===== config.mk =====
export PLATFORM = sky130hd
export DESIGN_NAME = alu_serial_ctrl_flat
export DESIGN_NICKNAME = d
export VERILOG_FILES = /design/src/rtl/alu_serial_ctrl_pkg.sv /design/src/rtl/alu_serial_ctrl_if.sv /design/src/rtl/alu_top.sv /design/src/rtl/alu_serial_ctrl.sv /design/src/flat_wrapper.sv
export SDC_FILE = /design/constraint.sdc
export NUM_CORES = 1
export LEC_CHECK = 0
export ABC_AREA = 1
export ABC_CLOCK_PERIOD_IN_PS = 5770
export CORE_MARGIN = 1
export CORE_UTILIZATION = 55
export DETAILED_ROUTE_END_ITERATION = 12
export HOLD_SLACK_MARGIN = 0.1
export PLACE_DENSITY_LB_ADDON = 0.12
export SLEW_MARGIN = 5
export SYNTH_ARGS = -nofsm -noshare
export SYNTH_HDL_FRONTEND = slang
export SYNTH_SLANG_ARGS = --single-unit

===== constraint.sdc =====
create_clock -name clk -period 5.77 [get_ports clk]
set_input_delay 0.8655 -clock clk [delete_from_list [all_inputs] [get_ports clk]]
set_output_delay 0.8655 -clock clk [all_outputs]
set_load 0.05 [all_outputs]

===== src/rtl/alu_serial_ctrl_pkg.sv =====
// rtl/alu_serial_ctrl_pkg.sv - shared constants, state encoding and opcode decode for the serial ALU
package alu_serial_ctrl_pkg;

    localparam int DATA_W = 32;
    localparam int CNT_W  = 5;

    localparam logic [3:0] ALU_AND = 4'b0000;
    localparam logic [3:0] ALU_OR  = 4'b0001;
    localparam logic [3:0] ALU_ADD = 4'b0010;
    localparam logic [3:0] ALU_SUB = 4'b0110;
    localparam logic [3:0] ALU_SLT = 4'b0111;
    localparam logic [3:0] ALU_NOR = 4'b1100;

    typedef enum logic [1:0] {
        IDLE = 2'd0,
        RUN  = 2'd1,
        FIN  = 2'd2
    } state_t;

    typedef struct packed {
        logic       a_invert;
        logic       b_invert;
        logic [1:0] operation;
        logic       cin0;
    } slice_ctrl_t;

    function automatic logic op_legal(input logic [3:0] op);
        return (op == ALU_AND) || (op == ALU_OR)  || (op == ALU_ADD) ||
               (op == ALU_SUB) || (op == ALU_SLT) || (op == ALU_NOR);
    endfunction

    // Slice control word for each opcode; illegal codes decode to a harmless AND.
    function automatic slice_ctrl_t op_decode(input logic [3:0] op);
        slice_ctrl_t c;
        c = '{a_invert: 1'b0, b_invert: 1'b0, operation: 2'b00, cin0: 1'b0};
        case (op)
            ALU_OR:  c.operation = 2'b01;
            ALU_ADD: c.operation = 2'b10;
            ALU_SUB: c = '{a_invert: 1'b0, b_invert: 1'b1, operation: 2'b10, cin0: 1'b1};
            ALU_SLT: c = '{a_invert: 1'b0, b_invert: 1'b1, operation: 2'b11, cin0: 1'b1};
            ALU_NOR: c = '{a_invert: 1'b1, b_invert: 1'b1, operation: 2'b00, cin0: 1'b0};
            default: c.operation = 2'b00;
        endcase
        return c;
    endfunction

endpackage


===== src/rtl/alu_serial_ctrl_if.sv =====
// rtl/alu_serial_ctrl_if.sv - request/response bundle between an ALU client and the serial ALU
interface alu_serial_ctrl_if;
    import alu_serial_ctrl_pkg::*;

    logic              start;
    logic [DATA_W-1:0] src1;
    logic [DATA_W-1:0] src2;
    logic [3:0]        ALU_control;
    logic [DATA_W-1:0] result;
    logic              zero;
    logic              cout;
    logic              overflow;
    logic              busy;
    logic              done;

    modport master (
        output start, src1, src2, ALU_control,
        input  result, zero, cout, overflow, busy, done
    );

    modport slave (
        input  start, src1, src2, ALU_control,
        output result, zero, cout, overflow, busy, done
    );

endinterface


===== src/rtl/alu_top.sv =====
// rtl/alu_top.sv - 1-bit ALU slice with operand inversion, carry chain and less input
module alu_top (
    input  logic       a,
    input  logic       b,
    input  logic       cin,
    input  logic       less,
    input  logic       a_invert,
    input  logic       b_invert,
    input  logic [1:0] operation,
    output logic       result,
    output logic       cout,
    output logic       sum
);

    logic aa;
    logic bb;

    assign aa   = a ^ a_invert;
    assign bb   = b ^ b_invert;
    assign sum  = aa ^ bb ^ cin;
    assign cout = (aa & bb) | (aa & cin) | (bb & cin);

    // Output mux: AND, OR, adder sum or the externally supplied less bit.
    always_comb begin
        result = 1'b0;
        case (operation)
            2'b00:   result = aa & bb;
            2'b01:   result = aa | bb;
            2'b10:   result = sum;
            default: result = less;
        endcase
    end

endmodule


===== src/rtl/alu_serial_ctrl.sv =====
// rtl/alu_serial_ctrl.sv - bit-serial 32-bit ALU controller around a single 1-bit slice
module alu_serial_ctrl
    import alu_serial_ctrl_pkg::*;
(
    input  logic         clk,
    input  logic         rst,
    alu_serial_ctrl_if.slave bus
);

    state_t            state;
    state_t            state_nxt;
    logic [CNT_W-1:0]  cnt;
    logic              carry;
    logic [DATA_W-1:0] a_q;
    logic [DATA_W-1:0] b_q;
    logic [3:0]        op_q;
    logic [DATA_W-2:0] res_sr;
    logic [DATA_W-1:0] result_q;
    logic              cout_q;
    logic              ovf_q;
    slice_ctrl_t       ctrl;
    logic              s_res;
    logic              s_cout;
    logic              s_sum;
    logic              last_bit;

    assign ctrl     = op_decode(op_q);
    assign last_bit = (cnt == CNT_W'(DATA_W - 1));

    alu_top u_slice (
        .a         (a_q[cnt]),
        .b         (b_q[cnt]),
        .cin       (carry),
        .less      (1'b0),
        .a_invert  (ctrl.a_invert),
        .b_invert  (ctrl.b_invert),
        .operation (ctrl.operation),
        .result    (s_res),
        .cout      (s_cout),
        .sum       (s_sum)
    );

    // State register.
    always_ff @(posedge clk) begin
        if (rst) state <= IDLE;
        else     state <= state_nxt;
    end

    // Next-state logic; start is only looked at in IDLE.
    always_comb begin
        state_nxt = state;
        case (state)
            IDLE: if (bus.start) state_nxt = op_legal(bus.ALU_control) ? RUN : FIN;
            RUN:  if (last_bit)  state_nxt = FIN;
            FIN:  state_nxt = IDLE;
            default: state_nxt = IDLE;
        endcase
    end

    // Operand latch, serial datapath and final flag capture (carry is c31 at the last bit,
    // the slice carry out is c32).
    always_ff @(posedge clk) begin
        if (rst) begin
            cnt      <= '0;
            carry    <= 1'b0;
            a_q      <= '0;
            b_q      <= '0;
            op_q     <= ALU_AND;
            res_sr   <= '0;
            result_q <= '0;
            cout_q   <= 1'b0;
            ovf_q    <= 1'b0;
        end else begin
            case (state)
                IDLE: begin
                    if (bus.start) begin
                        if (op_legal(bus.ALU_control)) begin
                            a_q   <= bus.src1;
                            b_q   <= bus.src2;
                            op_q  <= bus.ALU_control;
                            cnt   <= '0;
                            carry <= op_decode(bus.ALU_control).cin0;
                        end else begin
                            result_q <= '0;
                            cout_q   <= 1'b0;
                            ovf_q    <= 1'b0;
                        end
                    end
                end
                RUN: begin
                    carry <= s_cout;
                    if (!last_bit) begin
                        res_sr[cnt] <= s_res;
                        cnt         <= cnt + CNT_W'(1);
                    end else begin
                        case (op_q)
                            ALU_ADD, ALU_SUB: begin
                                result_q <= {s_res, res_sr};
                                cout_q   <= s_cout;
                                ovf_q    <= carry ^ s_cout;
                            end
                            ALU_SLT: begin
                                result_q <= {{(DATA_W-1){1'b0}}, s_sum ^ (carry ^ s_cout)};
                                cout_q   <= s_cout;
                                ovf_q    <= 1'b0;
                            end
                            default: begin
                                result_q <= {s_res, res_sr};
                                cout_q   <= 1'b0;
                                ovf_q    <= 1'b0;
                            end
                        endcase
                    end
                end
                default: ;
            endcase
        end
    end

    assign bus.result   = result_q;
    assign bus.zero     = (result_q == '0);
    assign bus.cout     = cout_q;
    assign bus.overflow = ovf_q;
    assign bus.busy     = (state != IDLE);
    assign bus.done     = (state == FIN);

endmodule


===== src/flat_wrapper.sv =====
// flat-port wrapper written by rule: the top's interface ports become plain ports
module alu_serial_ctrl_flat import alu_serial_ctrl_pkg::*;
  (clk, rst, bus_start, bus_src1, bus_src2, bus_ALU_control, bus_result, bus_zero, bus_cout, bus_overflow, bus_busy, bus_done);
  alu_serial_ctrl_if bus_i ();
  input  logic clk;
  input  logic rst;
  input wire logic [$bits(bus_i.start)-1:0] bus_start;
  input wire logic [$bits(bus_i.src1)-1:0] bus_src1;
  input wire logic [$bits(bus_i.src2)-1:0] bus_src2;
  input wire logic [$bits(bus_i.ALU_control)-1:0] bus_ALU_control;
  output wire logic [$bits(bus_i.result)-1:0] bus_result;
  output wire logic [$bits(bus_i.zero)-1:0] bus_zero;
  output wire logic [$bits(bus_i.cout)-1:0] bus_cout;
  output wire logic [$bits(bus_i.overflow)-1:0] bus_overflow;
  output wire logic [$bits(bus_i.busy)-1:0] bus_busy;
  output wire logic [$bits(bus_i.done)-1:0] bus_done;
  assign bus_i.start = bus_start;
  assign bus_i.src1 = bus_src1;
  assign bus_i.src2 = bus_src2;
  assign bus_i.ALU_control = bus_ALU_control;
  assign bus_result = bus_i.result;
  assign bus_zero = bus_i.zero;
  assign bus_cout = bus_i.cout;
  assign bus_overflow = bus_i.overflow;
  assign bus_busy = bus_i.busy;
  assign bus_done = bus_i.done;
  alu_serial_ctrl u_core (.clk(clk), .rst(rst), .bus(bus_i));
endmodule

Word level (Yosys, flattened, before mapping)
Index checks and enable logic that the tools add are counted.
Widths: inputs -> output; s select.
- flip-flop bits (word level): 141
- output and inout bits: 37
- word-level logic and storage cells: 103
- equality and inequality tests: 20
- multiplexer cells: 35
- magnitude comparators: 2
- reduce and logical (&&, ||, !) cells: 22
- add/subtract/negate cells: 1
- bitwise operators: 13
- operators with widths (cell ; number):
    $mux 32 ; 4
    $pmux 32 s2 ; 1
    $logic_not 32->1 ; 1
    $bwmux 31 ; 1
    $eq 4x3->1 const B ; 4
    $mux 5 ; 3
    $mux 1 ; 12
    $bmux 1 s5 ; 2
    $pmux 5 s2 ; 1
    $eq 4x1->1 const B ; 2
    $eq 4x2->1 const B ; 2
    $eq 4x4->1 const B ; 2
    $pmux 2 s2 ; 2
    $reduce_and 4->1 ; 2
    $lt 5x6->1 const B ; 1
    $mux 2 ; 3
    $ne 2x2->1 const B ; 3
    $pmux 1 s2 ; 3
    $pmux 2 s3 ; 1
    $reduce_and 3->1 ; 2
    $reduce_or 2->1 ; 3
    $xor 1x1->1 ; 6
    $add 5x1->5 const B ; 1
    $demux 1 s5 ; 1
    other kinds (16) ; 30

Logic depth before layout (Yosys ltp)
Gate-level depths: netlist (run 1).
- word-level depth: 12
- gate-level depth with buffers: 21
- gate-level depth less buffers: 18

Hierarchy
From an unflattened synthesis (run 1), not the netlist that was laid out.
- cell total of the unflattened synthesis: 992
- area, all modules: 6716.4 um^2
- by module, submodules not included (module ; instances ; area an instance (um^2) ; sequential area each (um^2) ; cells each):
    alu_serial_ctrl ; 1 ; 6591.3 ; 2822.7 ; 971
    alu_top ; 1 ; 125.1 ; 0.0 ; 21

Worst setup path before layout (run 1)
OpenSTA, ideal clock, no wires.
- path type: reg2reg
- from: register u_core.cnt[0]
- to: register u_core.res_sr[20]
- setup time: 115 ps
- clock period less this slack: 2441 ps
- data arrival time: 2325 ps
- cell stages (with the launch flop): 20
- setup slack: 3329 ps
- path through: dfxtp_1 buf_2 inv_2 buf_4 nand2_1 nand3_1 nand2_1 nand2_1 nand2_1 nor2_2 nand2_1 nand2_1 nand2_1 fa_1 o21ai_1 inv_1 nand2_1 buf_2 o21ai_0 inv_1
- cells in the longest elaborated chain, start to end: 7
- elaborated cells on any way between the ends: 20
- those cells by class: order compare: 2; eq/ne: 1; mux: 8; bitwise: 7; reduce/logical: 2
- RTL lines (item ; line ; text):
    from (decl) ; alu_serial_ctrl.sv:12 ; logic [CNT_W-1:0] cnt;
    from (signal assigned) ; alu_serial_ctrl.sv:94 ; cnt <= cnt + CNT_W'(1);
    $bmux 1 s5, on equally long branches ; alu_serial_ctrl.sv:31, alu_serial_ctrl.sv:32 ;
    $mux 1, on equally long branches ; alu_serial_ctrl.sv:31, alu_serial_ctrl.sv:32 ;
    $xor 1x1->1, on equally long branches ; alu_top.sv:18, alu_top.sv:19 ;
    $xor 1x1->1 (2 in a row) ; alu_top.sv:20 ; assign sum = aa ^ bb ^ cin;
    $pmux 1 s3 ; alu_top.sv:26 ; case (operation)
    $bwmux 31 ; alu_serial_ctrl.sv:93 ; res_sr[cnt] <= s_res;
    to (signal, indexed assignment) ; alu_serial_ctrl.sv:93 ;
    to (decl) ; alu_serial_ctrl.sv:17 ; logic [DATA_W-2:0] res_sr;
Several ways; a longest one is shown, not always the timed one. The select of a mux whose other input is x is not followed.
A chain may end at the register's enable or synchronous reset.

Worst setup path in the final report (run 1)
- from: register u_core.cnt[1]
- to: register u_core.res_sr[18]
The elaborated chain is that of the path after synthesis.

==> run_results.csv, run 1 <==
group,metric,value,unit
cts,cts_max_level,4,
sta,slew_headroom,37.2,%
placed_design,routabilityCongestion,0.837,
critical_path,cp-start-kind,"flip-flop",
layout,fin_util,70.2,%
cts,numCtsBuffers,17,
route,wl_per_cell,12.5,um
sta,fin_tns_setup,0,ps
critical_path,crit_top_cell,"nand2_1",
route,drtAntennaViolNets,0,
die,dieArea,0.0122,sq mm
critical_path,crit_arrival,4070,ps
grt,grt_max_degree,88,
route,vias_per_cell,5.09,
cts,postCtsSetupRepairBufs,0,
critical_path,crit_fanout,23,
critical_path,reg2reg_from,"u_core.cnt[1]",
sta,fin_crit,3720,ps
die,ioPinCount,108,
synthesis,synthXorXnorAreaFrac,0.524,%
cts,clk_pin_slew,60,ps
synthesis,post_synth_num_cell_types,28,
route,routed_wl,14.5,mm
hold_path,hold-path-endpoint,"u_core.a_q[17]",
placed_design,portBuffers,107,
critical_path,crit_chain,"inv_2 > nand3_1 > nand2_1 > nand2_1 > nand2_1 > nor2_2 > nand2_1 > nand2_1 > nand2_1 > fa_1 > o21ai_1 > inv_1 > nand2_1 > inv_2 > a21oi_1",
synthesis,async_reset_ff_share,0,%
sta,worst_pin_slew,935,ps
run,max-cap-violations,0,
synthesis,ys.flop_type,"dfxtp_1",
layout,n_antenna_cell,0,
die,fp.dieH,110,um
critical_path,cp.required,6120,ps
synthesis,synth_compound_gate_area_share,18.5,%
sta,fin_crit_sh,64.5,%
cts,cts_sinks,141,
hold_path,hp-class,"flip-flop to flip-flop",
cts,hold_buffers,0,
hold_path,hold_path.startpoint,"u_core.a_q[17]",
sta,finClkSkew,7.46,ps
critical_path,r2r_end,"u_core.res_sr[18]",
sta,hold_viol,0,
critical_path,crit_family,"simple AND/OR/NAND/NOR gates",
critical_path,r2r_setup_slack,2050,ps
synthesis,synth_simple_gate_area_share,21.9,%
power_and_ir_drop,p_per_area,312,mW/mm^2
sta,fmax,0.269,GHz
layout,nets,1083,
hold_path,holdPathStages,2,
die,start_util,56.5,%
critical_path,critical_path_buf_inv_count,3,
power_and_ir_drop,irDropWorstVdd,0.000271,V
grt,antenna_found_initial,0,
synthesis,ys_warn_count,0,
critical_path,max_stage_delay,890,ps
synthesis,synth_fp_nets,1002,
synthesis,synthAdderAreaFrac,1.98,%
placed_design,place_area,0.00741,sq mm
synthesis,synth_mux_area_share,0,%
critical_path,reg2reg_depth,15,
synthesis,netlist_area,0.00645,sq mm
layout,final_area,0.00802,sq mm
grt,track_usage,25.2,%
sta,rsz0062_at_grt,"false",
synthesis,synthesis.instances,922,
route,drt-pass1-iter-count,5,
die,core,0.0114,sq mm
cts,cts_tree,"done",
grt,grt_pass1_wl,23.7,mm
synthesis,seq_area_frac_synth,43.7,%
placed_design,place_hpwl,9.63,mm
critical_path,slowest_stage,"dfxtp_1",
grt,grt_pass1_vias,5160,
power_and_ir_drop,p_leak,3.37,nW
status,status,"completed",
synthesis,synth_top_family_by_area,"simple AND/OR/NAND/NOR gates",
cts,root_buffer,"clkbuf_16",
route,route.detailed.drc,0,
synthesis,syn_avg_cell_area,7.00,sq um
layout,syn_to_final_growth,24.3,%
sta,setup_viol,0,
critical_path,criticalPathCategory,"flip-flop to flip-flop",
route,vias,5905,
grt,grt-ovfl-total,0,
cts,clk_path_buf_depth,2,
die,rows,39,
die,fp.dieW,110,um
route,drtIter0Drc,356,
synthesis,ys_ff_latch,141,
synthesis,synth_edf_count,0,
layout,drive_gt1_share,5.02,%
cts,cts_resized,0,
critical_path,cp-end-kind,"flip-flop",
sta,slew_violations,0,
cts,insertion_delay,420,ps
## area by class of cell
cell class / count / area, sq um
well taps: 143 / 179
clock buffers: 20 / 467
inverters: 141 / 529
clock inverters: 12 / 143
multi-input cells: 590 / 2780
flip-flops and latches: 141 / 2820
repair buffers: 112 / 1100
fillers: 998 / 3400
## worst max path at each step
stage,from,to,slack [ps],cells after the start
after floorplan,u_core.cnt[0],u_core.res_sr[20],3330,19
after global placement,u_core.cnt[1],u_core.res_sr[0],2140,15
after detailed placement,u_core.cnt[1],u_core.res_sr[18],2100,15
after CTS,u_core.cnt[1],u_core.res_sr[18],2080,15
after global routing,u_core.cnt[1],u_core.res_sr[9],1660,15
final,u_core.cnt[1],u_core.res_sr[18],2050,15
## layer usage
metal  global-route usage [%]  wire, um
met1                     31.8      6760
met2                     42.8      6900
met3                     5.17       625
met4                     8.36       222
met5                        0         0
## worst register-to-register path: cells and delay by family, from the launching register on
kind	cells	cell delay (ps)
flops	1	890
buf+inv	3	660
compound gates	2	330
fa+ha+maj	1	460
simple gates	9	1330
## cell usage in the layout, fill, tap and decap left out, drive strengths merged
master | synthesis | layout
nand2 | 235 | 235
dfxtp | 141 | 141
inv | 141 | 140
a21oi | 137 | 137
clkdlybuf4s50 | 0 | 106
o21ai | 101 | 101
nand3 | 45 | 45
nor2 | 37 | 37
clkbuf | 18 | 20
nand4 | 8 | 8
nor4 | 8 | 8
ha | 7 | 7
clkinv | 0 | 7
buf | 32 | 6
nor3 | 4 | 4
clkinvlp | 0 | 3
bufinv | 0 | 3
nand3b | 2 | 2
fa | 2 | 2
xor2 | 2 | 2
or2 | 1 | 1
xnor2 | 1 | 1
## sequential cells by signal, summed over array words and instances (netlist names)
| signal | cells |
|---|---|
| u_core.a_q | 32 |
| u_core.b_q | 32 |
| u_core.bus.result | 32 |
| u_core.res_sr | 31 |
| u_core.cnt | 5 |
| u_core.op_q | 4 |
| u_core.state | 2 |
| u_core.bus.cout | 1 |
| u_core.bus.overflow | 1 |
| u_core.carry | 1 |
## stage by stage
step / worst slack, ps / power (mW) / hold slack [ps] / instances
after global routing: 1660 / 2.61 / 466 / 1159
final: 2050 / 2.50 / 453 / 1159
after floorplan: 3330 / 1.32 / 429 / 922
after detailed placement: 2100 / 1.42 / 444 / 1127
after global placement: 2140 / 1.41 / 440 / 1127
after CTS: 2080 / 2.52 / 453 / 1159
## where the power goes
part | internal, mW | total (mW) | switching (mW)
Clock | 0.708 | 1.11 | 0.397
Combinational | 0.129 | 0.357 | 0.228
Sequential | 1.02 | 1.04 | 0.0214
Total | 1.86 | 2.50 | 0.646
## logic make-up after synthesis
logic type | Yosys count
AO/OA/AOI/OAI | 238
AND/OR/NAND/NOR | 340
adder cells (fa/ha/maj) | 9
buffers and inverters | 191
XOR/XNOR | 3
flip-flops | 141
## cell usage after synthesis (all sizes together), types with 4 or more instances
cell	number	area (sq um)
nand2	235	887
dfxtp	141	2820
nor2	37	146
o21ai	101	505
a21oi	137	686
ha	7	87.6
nand4	8	50.1
nand3	45	240
inv	141	529
nor3	4	20.0
clkbuf	18	68.8
buf	32	264
nor4	8	50.1
Power figures use the tool's default switching activity.
==> run 2, diff against run 1 <==
- ABC_CLOCK_PERIOD_IN_PS: 5770 -> 3200
- CORE_UTILIZATION: 55 -> 48
- clock period: 5.77 -> 3.2 ns (I/O delays scaled with it)
==> run 2 against run 1 <==
  * Worst setup slack worse by 1800 ps
  * Cell area grew 0.64%
  * Utilization fell by 7.6 points
  * Clock power up 62%
  * Die area grew 14%
  * Sequential power increased by 80%
  * Combinational power up 87%
  * Critical path type is now flip-flop to output pin
  * Critical endpoint is now bus_zero
  * Largest power group is now sequential cells
==> run_results.csv, run 2 (same netlist as run 1, synthesis figures left out) <==
group,metric,value,unit
cts,cts_tree,"done",
sta,fmax,0.338,GHz
sta,worst_pin_slew,916,ps
status,status,"completed",
die,fp.dieW,118,um
power_and_ir_drop,irDropWorstVdd,0.000323,V
sta,fin_tns_setup,0,ps
layout,fillers,1195,
layout,syn_to_final_growth,25.1,%
cts,clk_path_buf_depth,2,
cts,numCtsBuffers,17,
route,vias,5861,
die,dieArea,0.0139,sq mm
sta,slew_headroom,38.9,%
hold_path,hp-class,"flip-flop to flip-flop",
cts,clk_pin_slew,50,ps
layout,layout_common_cells,"nand2_1, dfxtp_1, inv_1, a21oi_1, clkdlybuf4s50_1",
sta,fin_hold_ws,455,ps
route,routed_wl,15.1,mm
cts,cts_resized,0,
sta,slew_violations,0,
power_and_ir_drop,internal-power,3.23,mW
grt,track_usage,23.0,%
die,ioPinCount,108,
route,route.detailed.drc,0,
cts,insertion_delay,410,ps
die,fp.dieH,118,um
grt,grt_pass1_wl,25.6,mm
critical_path,cp-end-kind,"output pin",
sta,fin_crit,2960,ps
cts,hold_buffers,0,
cts,cts_sinks,141,
power_and_ir_drop,p_comb_share,15.3,%
layout,nets,1093,
layout,final_common_cell,"nand2_1",
route,vias_per_cell,4.92,
grt,antenna_found_initial,0,
sta,rsz0062_at_grt,"false",
grt,grt_pass1_vias,5328,
critical_path,crit_fanout,3,
route,drt-pass1-iter-count,5,
layout,n_antenna_cell,0,
cts,root_buffer,"clkbuf_16",
power_and_ir_drop,switching_share,25.6,%
sta,finClkSkew,5.28,ps
route,drtIter0Drc,401,
sta,hold_viol,0,
sta,fin_crit_sh,92.4,%
critical_path,cp-start-kind,"flip-flop",
grt,grt-ovfl-total,0,
power_and_ir_drop,p_leak,3.40,nW
placed_design,portBuffers,107,
critical_path,crit_arrival,2480,ps
power_and_ir_drop,p_switching,1.11,mW
sta,setup_viol,0,
power_and_ir_drop,p_per_area,538,mW/mm^2
route,drtAntennaViolNets,0,
cts,postCtsSetupRepairBufs,0,
power_and_ir_drop,seq_power_share,43.1,%
layout,drive_gt1_share,5.29,%
grt,grt_max_degree,71,
run,max-cap-violations,0,
cts,cts_max_level,4,
die,core,0.0129,sq mm
placed_design,routabilityCongestion,0.813,
critical_path,cp.required,2720,ps
power_and_ir_drop,clock_power_share,41.5,%
placed_design,place_hpwl,10.5,mm
route,wl_per_cell,12.7,um
die,rows,41,
critical_path,criticalPathCategory,"flip-flop to output pin",
die,start_util,50.1,%
-- run 2: layout make-up --
cell class | instances | area (sq um) | area share, %
Clock inverter | 2 | 35.0 | 0.434
Timing Repair Buffer | 122 | 1190 | 14.8
Multi-Input combinational cell | 590 | 2780 | 34.4
Inverter | 141 | 529 | 6.56
Clock buffer | 24 | 502 | 6.22
Sequential cell | 141 | 2820 | 35.0
Tap cell | 172 | 215 | 2.67
-- run 2: power by group through the flow --
stage	logic [mW]	clock network, mW	registers, mW
3_5_place_dp	0.663	0	1.91
2_1_floorplan	0.486	0	1.90
6_report	0.666	1.80	1.87
3_3_place_gp	0.661	0	1.91
5_1_grt	0.762	1.91	1.88
4_1_cts	0.668	1.83	1.87
-- run 2: path summary, 6_finish.rpt --
| kind | start | endpoint | slack [ps] | depth (start not counted) |
|---|---|---|---|---|
| setup / recovery | u_core.bus.result[24] | bus_zero | 240 | 4 |
| hold / removal | u_core.b_q[19] | u_core.b_q[19] | 450 | 2 |
| setup reg to reg | u_core.cnt[2] | u_core.res_sr[11] | 400 | 15 |
| hold reg to reg | u_core.b_q[19] | u_core.b_q[19] | 450 | 2 |
-- run 2: routing by layer --
metal  wire length [um]  global-route usage (%)  part of all wire [%]  vias up
met5                  0                       0                     0        -
met4                187                    7.69                   1.2        0
met3                713                    4.80                   4.7       17
met2               6610                    34.9                    44      148
met1               7620                    32.3                    50     2581
li1                   -                       -                     -     3115
-- run 2: critical path, stage by stage, from the launching register on --
cell,delay [ps]
dfxtp_1,330
nor4_1,470
nand4_1,290
nor2_1,170
clkdlybuf4s50_1,810
-- run 2: metrics by stage --
stage               total power [mW]  instances  area, sq um  setup slack [ps]  util [%]
global route                    4.55       1192         8070              44.7      62.7
detailed placement              2.57       1166         7530               385      58.5
floorplan                       2.39        922         6450               759         -
finish                          4.34       1192         8070               243      62.7
CTS                             4.37       1192         8070               288      62.7
global placement                2.57       1166         7530               425      58.5
